===== config.mk =====
export PLATFORM = sky130hd
export DESIGN_NAME = jpeg_bit_reader
export DESIGN_NICKNAME = d
export VERILOG_FILES = /design/src/rtl/jpeg_pkg.sv /design/src/rtl/jpeg_byte_unstuffer.sv /design/src/rtl/jpeg_bit_reader.sv
export SDC_FILE = /design/constraint.sdc
export NUM_CORES = 1
export LEC_CHECK = 0
export BUFFER_PORTS_ARGS = -buffer_cell sky130_fd_sc_hd__buf_2
export CAP_MARGIN = 20
export CORE_MARGIN = 2
export CORE_UTILIZATION = 46
export CTS_CLUSTER_SIZE = 24
export DETAILED_ROUTE_END_ITERATION = 8
export PLACE_DENSITY = 0.7
export SYNTH_ARGS = -nofsm -noshare
export SYNTH_HDL_FRONTEND = slang
export SYNTH_SLANG_ARGS = --single-unit
export TNS_END_PERCENT = 100

===== constraint.sdc =====
create_clock -name clk -period 15.5 [get_ports clk]
set_input_delay 3.1 -clock clk [delete_from_list [all_inputs] [get_ports clk]]
set_output_delay 3.1 -clock clk [all_outputs]
set_load 0.02 [all_outputs]

===== src/rtl/jpeg_pkg.sv =====
// Shared types and constants for the JPEG entropy-segment bit reader.
package jpeg_pkg;
  typedef enum logic [1:0] {
    ST_EMPTY,
    ST_UNPACK,
    ST_DONE
  } word_state_e;

  localparam logic [7:0] BYTE_FF = 8'hFF;
  localparam logic [7:0] BYTE_00 = 8'h00;

  localparam int BUF_W_DEF       = 64;
  localparam int MAX_CONSUME_DEF = 16;
endpackage


===== src/rtl/jpeg_byte_unstuffer.sv =====
// Byte-stuffing removal: drops 0x00 after 0xFF and flags marker bytes.
module jpeg_byte_unstuffer
  import jpeg_pkg::*;
(
  input  logic       clk,
  input  logic       rst,
  input  logic       byte_fire,
  input  logic [7:0] byte_in,
  input  logic       byte_full,
  output logic       drop,
  output logic       marker_err
);

  logic prev_ff_q, prev_ff_d;
  logic marker_q, marker_d;

  always_comb begin
    drop      = prev_ff_q && byte_full && (byte_in == BYTE_00);
    prev_ff_d = prev_ff_q;
    marker_d  = marker_q;
    if (byte_fire) begin
      prev_ff_d = byte_full && (byte_in == BYTE_FF);
      if (prev_ff_q && (byte_in != BYTE_00))
        marker_d = 1'b1;
    end
  end

  always_ff @(posedge clk) begin
    if (rst) begin
      prev_ff_q <= 1'b0;
      marker_q  <= 1'b0;
    end else begin
      prev_ff_q <= prev_ff_d;
      marker_q  <= marker_d;
    end
  end

  assign marker_err = marker_q;

endmodule


===== src/rtl/jpeg_bit_reader.sv =====
// Unpacks stuffed 32-bit JPEG words into an MSB-aligned bit buffer
// from which the consumer removes 1..MAX_CONSUME bits per cycle.
module jpeg_bit_reader
  import jpeg_pkg::*;
#(
  parameter int BUF_W       = BUF_W_DEF,
  parameter int MAX_CONSUME = MAX_CONSUME_DEF
) (
  input  logic        clk,
  input  logic        rst,
  input  logic [31:0] JPEG_bitstream,
  input  logic        data_ready,
  input  logic        eof_data_partial_ready,
  input  logic [4:0]  end_of_file_bitstream_count,
  output logic        in_ready,
  output logic [31:0] window,
  output logic [6:0]  bits_avail,
  input  logic        consume_valid,
  input  logic [4:0]  consume_len,
  output logic        stream_end,
  output logic        marker_err,
  output logic        underflow_err
);

  localparam logic [6:0] MAXC     = 7'(MAX_CONSUME);
  localparam logic [6:0] FILL_MAX = 7'(BUF_W - 8);

  word_state_e       state_q, state_d;
  logic [31:0]       word_q, word_d;
  logic [1:0]        idx_q, idx_d;
  logic [2:0]        nbytes_q, nbytes_d;
  logic [3:0]        last_q, last_d;
  logic              eof_q, eof_d;
  logic [BUF_W-1:0]  buf_q, buf_d;
  logic [6:0]        cnt_q, cnt_d;
  logic              under_q, under_d;

  logic [6:0]        len_ext, cons_amt, cnt_rem;
  logic              cons_ok, accept, stall, fire;
  logic              is_last, full, drop;
  logic [3:0]        blen;
  logic [7:0]        byte_raw, byte_m;
  logic [BUF_W-1:0]  byte_ext;
  logic [2:0]        ebytes;
  logic [3:0]        elast;

  always_comb begin
    case (idx_q)
      2'd0:    byte_raw = word_q[31:24];
      2'd1:    byte_raw = word_q[23:16];
      2'd2:    byte_raw = word_q[15:8];
      default: byte_raw = word_q[7:0];
    endcase
    is_last = ({1'b0, idx_q} == (nbytes_q - 3'd1));
    blen    = is_last ? last_q : 4'd8;
    full    = (blen == 4'd8);
    // Zero the don't-care tail of a partial final byte
    byte_m  = byte_raw & ~(8'hFF >> blen);
    ebytes  = 3'(({1'b0, end_of_file_bitstream_count} + 6'd7) >> 3);
    elast   = (end_of_file_bitstream_count[2:0] == 3'd0) ? 4'd8
            : {1'b0, end_of_file_bitstream_count[2:0]};
  end

  always_comb begin
    len_ext  = {2'b00, consume_len};
    cons_ok  = consume_valid && (len_ext != 7'd0) &&
               (len_ext <= MAXC) && (len_ext <= cnt_q);
    cons_amt = cons_ok ? len_ext : 7'd0;
    cnt_rem  = cnt_q - cons_amt;
    stall    = (cnt_rem > FILL_MAX);
    fire     = (state_q == ST_UNPACK) && !stall;
    accept   = (state_q == ST_EMPTY) &&
               (data_ready || eof_data_partial_ready);
  end

  jpeg_byte_unstuffer u_unstuff (
    .clk        (clk),
    .rst        (rst),
    .byte_fire  (fire),
    .byte_in    (byte_m),
    .byte_full  (full),
    .drop       (drop),
    .marker_err (marker_err)
  );

  always_comb begin
    byte_ext = '0;
    byte_ext[BUF_W-1 -: 8] = byte_m;
    buf_d   = buf_q << cons_amt;
    cnt_d   = cnt_rem;
    under_d = under_q | (consume_valid && !cons_ok);
    if (fire && !drop) begin
      buf_d = buf_d | (byte_ext >> cnt_rem);
      cnt_d = cnt_rem + {3'b000, blen};
    end
  end

  always_comb begin
    state_d  = state_q;
    word_d   = word_q;
    idx_d    = idx_q;
    nbytes_d = nbytes_q;
    last_d   = last_q;
    eof_d    = eof_q;
    case (state_q)
      ST_EMPTY: begin
        if (accept) begin
          word_d = JPEG_bitstream;
          idx_d  = 2'd0;
          if (eof_data_partial_ready) begin
            eof_d    = 1'b1;
            nbytes_d = ebytes;
            last_d   = elast;
            state_d  = (end_of_file_bitstream_count == 5'd0)
                     ? ST_DONE : ST_UNPACK;
          end else begin
            eof_d    = 1'b0;
            nbytes_d = 3'd4;
            last_d   = 4'd8;
            state_d  = ST_UNPACK;
          end
        end
      end
      ST_UNPACK: begin
        if (fire) begin
          if (is_last) state_d = eof_q ? ST_DONE : ST_EMPTY;
          else         idx_d   = idx_q + 2'd1;
        end
      end
      ST_DONE: state_d = ST_DONE;
      default: state_d = ST_EMPTY;
    endcase
  end

  always_ff @(posedge clk) begin
    if (rst) begin
      state_q  <= ST_EMPTY;
      word_q   <= '0;
      idx_q    <= '0;
      nbytes_q <= '0;
      last_q   <= '0;
      eof_q    <= 1'b0;
      buf_q    <= '0;
      cnt_q    <= '0;
      under_q  <= 1'b0;
    end else begin
      state_q  <= state_d;
      word_q   <= word_d;
      idx_q    <= idx_d;
      nbytes_q <= nbytes_d;
      last_q   <= last_d;
      eof_q    <= eof_d;
      buf_q    <= buf_d;
      cnt_q    <= cnt_d;
      under_q  <= under_d;
    end
  end

  always_comb begin
    in_ready      = (state_q == ST_EMPTY);
    stream_end    = (state_q == ST_DONE);
    window        = buf_q[BUF_W-1 -: 32];
    bits_avail    = cnt_q;
    underflow_err = under_q;
  end

endmodule


==> results.toml <==
[status]
status = "finished clean"

[worst_setup_path]
reg2reg_slack_ns = 9.03
crit_arrival_ns = 9.39
worstPathRequired_ns = 15.87
path_max_fanout = 56
end_kind = "flop"
r2r-start = "bits_avail[2]"
critPathMaxStageDelay_ns = 0.72
rr_endpoint = "buf_q[8]"
path_cells = "buf_4 > inv_1 > buf_4 > ha_1 > a311oi_1 > o21ai_4 > buf_4 > nand2_1 > inv_1 > ha_1 > fa_1 > xor2_2 > clkinv_1 > o2111ai_1 > and2_1 > and4_1 > nand4_1 > o21ai_1"
slowest_stage = "clkinv_1"
r2r_cells = 17
crit_start = "consume_len[0]"
cpMostUsedCell = "buf_4"
cp-start-kind = "primary input"
crit_type = "primary input to flop"
endpoint = "buf_q[8]"

[clocking]
path_clk_slew_ns = 0.07
cts_tree = "built"
cts_inserted_buffers = 17
cts_buffer_depth = 2
ctsHtreeMaxLevel = 4
post_cts_buffers = 0
root_buffer = "clkbuf_16"
clock_latency_ns = 0.45
cts-resized-gates = 0
cts_hold_buffers = 0
cts.sinks = 118

[global_routing]
antenna_found_initial = 1
grt_max_degree = 75
grt_pass1_vias = 11527
track_usage_pct = 35.4
grt_pass1_wl_um = 67900
grt-ovfl-total = 0

[drt]
drt_iter0_markers = 2189
ant_nets = 0
viasPerCell = 6.98
drc = 0
wl_per_cell_um = 24.9
drt-total-wl_um = 44800
vias = 12564
dr.pass1.iters = 9

[placed_design]
hpwl_um = 31300
place_congestion = 1.02
port_buffers = 89
place_area_mm2 = 0.0112

[layout]
multi_input_area_mm2 = 0.00764
drive_above_1_share_pct = 14.6
final_common_cell = "nand2_1"
postLayoutCoreUtil_pct = 50.2
area_growth_syn_to_layout_pct = 7.26
fillers = 2383
diodes = 0
area.sequential_mm2 = 0.00236
final_area_mm2 = 0.0118
nets = 1535
mostFrequentLayoutCells = "172 x nand2_1, 150 x a21oi_1, 118 x dfxtp_1"

[floorplanning]
ios = 90
dieArea_mm2 = 0.0251
core_mm2 = 0.0234
die_w_um = 158
start_util_pct = 46.8
die_h_um = 158
rows = 56

[logic_synthesis]
syn_area_per_cell_um2 = 7.32
ys_seq_area_share_pct = 21.6
synth_cell_type_count = 98
synth-seq-cells = 118
synth_area_mm2 = 0.0110
synthesis.nets = 1565
ys_async_sr_fraction_pct = 0
synth_edf_count = 0
yosys_warnings = 0
synthCells = 1497
ys.flop_type = "dfxtp_1"

[sta]
fmax_mhz = 111
grt_setup_unrepaired = "no"
fin_tns_setup_ns = 0
max_slew.worst_pin.slew_ns = 1.11
slew_headroom_pct = 25.5
slew_violations = 0
clock-skew-final_ns = 0.0144
hold_viol = 0
layout_min_cycle_time_ns = 9.02
setup_viol = 0
fin_crit_sh_pct = 58.2

[flow_run]
cap_viol_max_count = 0

[power_and_ir_drop]
leakage_nw = 4.36
peakVddDrop_uv = 93.1
powerDensity_mw_per_mm2 = 181

[hold_path]
hold_class = "flop to flop"
[where the power goes]
part	switching, mW	total, mW	internal [mW]
Sequential	0.105	0.467	0.362
Clock	0.197	0.415	0.218
Combinational	0.845	1.24	0.395
Total	1.15	2.12	0.976
[worst min path at each step]
stage                     from          to  slack (ns)  cells past startpoint
floorplan           word_q[23]  word_q[23]        0.44                      2
global placement    word_q[25]  word_q[25]        0.44                      2
detailed placement  word_q[28]  word_q[28]        0.45                      2
CTS                 word_q[28]  word_q[28]        0.46                      2
global route        word_q[27]  word_q[27]        0.48                      2
finish              word_q[28]  word_q[28]        0.46                      2
[per-stage QoR]
stage	total power, mW	instances	setup WS (ns)	hold WS, ns
2_1_floorplan	1.32	1497	7.58	0.436
3_3_place_gp	1.64	1767	6.43	0.442
3_5_place_dp	1.65	1767	6.27	0.447
4_1_cts	2.06	1799	6.70	0.458
5_1_grt	2.21	1799	6.15	0.476
6_report	2.12	1799	6.48	0.457
[worst max-delay path, delay by kind of cell]
kind            cells  cell delay (ns)
compound gates      4             1.18
xor+xnor            1             0.71
fa+ha+maj           3             1.01
simple gates        4             1.43
buf+inv             6             1.89
[synth_stat cells, types with 8 or more instances]
| master | count | area (µm²) |
|---|---|---|
| nand4_1 | 9 | 56.3 |
| o211ai_1 | 29 | 218 |
| o22a_1 | 8 | 70.1 |
| o22ai_1 | 36 | 225 |
| mux2i_1 | 66 | 661 |
| o21ai_0 | 80 | 400 |
| nor3_1 | 36 | 180 |
| inv_1 | 29 | 109 |
| o31ai_1 | 10 | 75.1 |
| and2_1 | 14 | 87.6 |
| a2bb2oi_1 | 9 | 78.8 |
| buf_2 | 40 | 200 |
| buf_4 | 36 | 270 |
| a21oi_1 | 150 | 751 |
| nand2b_1 | 18 | 113 |
| a31oi_1 | 25 | 156 |
| ha_1 | 19 | 238 |
| o221ai_1 | 17 | 149 |
| a211o_1 | 12 | 105 |
| and3_1 | 12 | 75.1 |
| nor2_1 | 117 | 439 |
| a32oi_1 | 10 | 87.6 |
| nor4_1 | 9 | 56.3 |
| xnor2_1 | 8 | 70.1 |
| dfxtp_1 | 118 | 2360 |
| a222oi_1 | 8 | 80.1 |
| or3_1 | 19 | 119 |
| a22oi_1 | 35 | 263 |
| nor2b_1 | 20 | 125 |
| o32ai_1 | 13 | 114 |
| nand2_1 | 172 | 646 |
| o21a_1 | 11 | 82.6 |
| clkbuf_1 | 72 | 270 |
| mux2_2 | 18 | 203 |
| a211oi_1 | 23 | 173 |
| nand3_1 | 47 | 235 |
[registers in the layout, summed over array words and instances, names as in the netlist]
register / count
buf_q: 64
word_q: 32
bits_avail: 7
last_q: 4
nbytes_q: 3
idx_q: 2
state_q: 2
eof_q: 1
u_unstuff.marker_err: 1
u_unstuff.prev_ff_q: 1
underflow_err: 1
[area by class of cell]
cell class / count / share of cell area [%]
clock buffer: 17 / 3.62
clock inverter: 15 / 1.47
inverter: 38 / 1.24
multi-input combinational: 1182 / 65.0
sequential: 118 / 20.1
tap: 319 / 3.40
timing repair buffer: 110 / 5.17
[cell families after synthesis]
group	Yosys count	synth area share, %
compound gates	552	34.4
xor+xnor	15	1.34
fa+ha+maj	21	2.54
simple gates	504	22.2
flops	118	21.6
mux	90	8.97
buf+inv	197	8.94
[layer usage]
metal	global-route usage [%]	part of all wire [%]	wire length, µm
met2	53.5	43	19300
met4	15.1	4.8	2170
met1	47.1	39	17300
met3	10.3	13	5990
met5	0	0.096	43
Power figures use the tool's default switching activity.
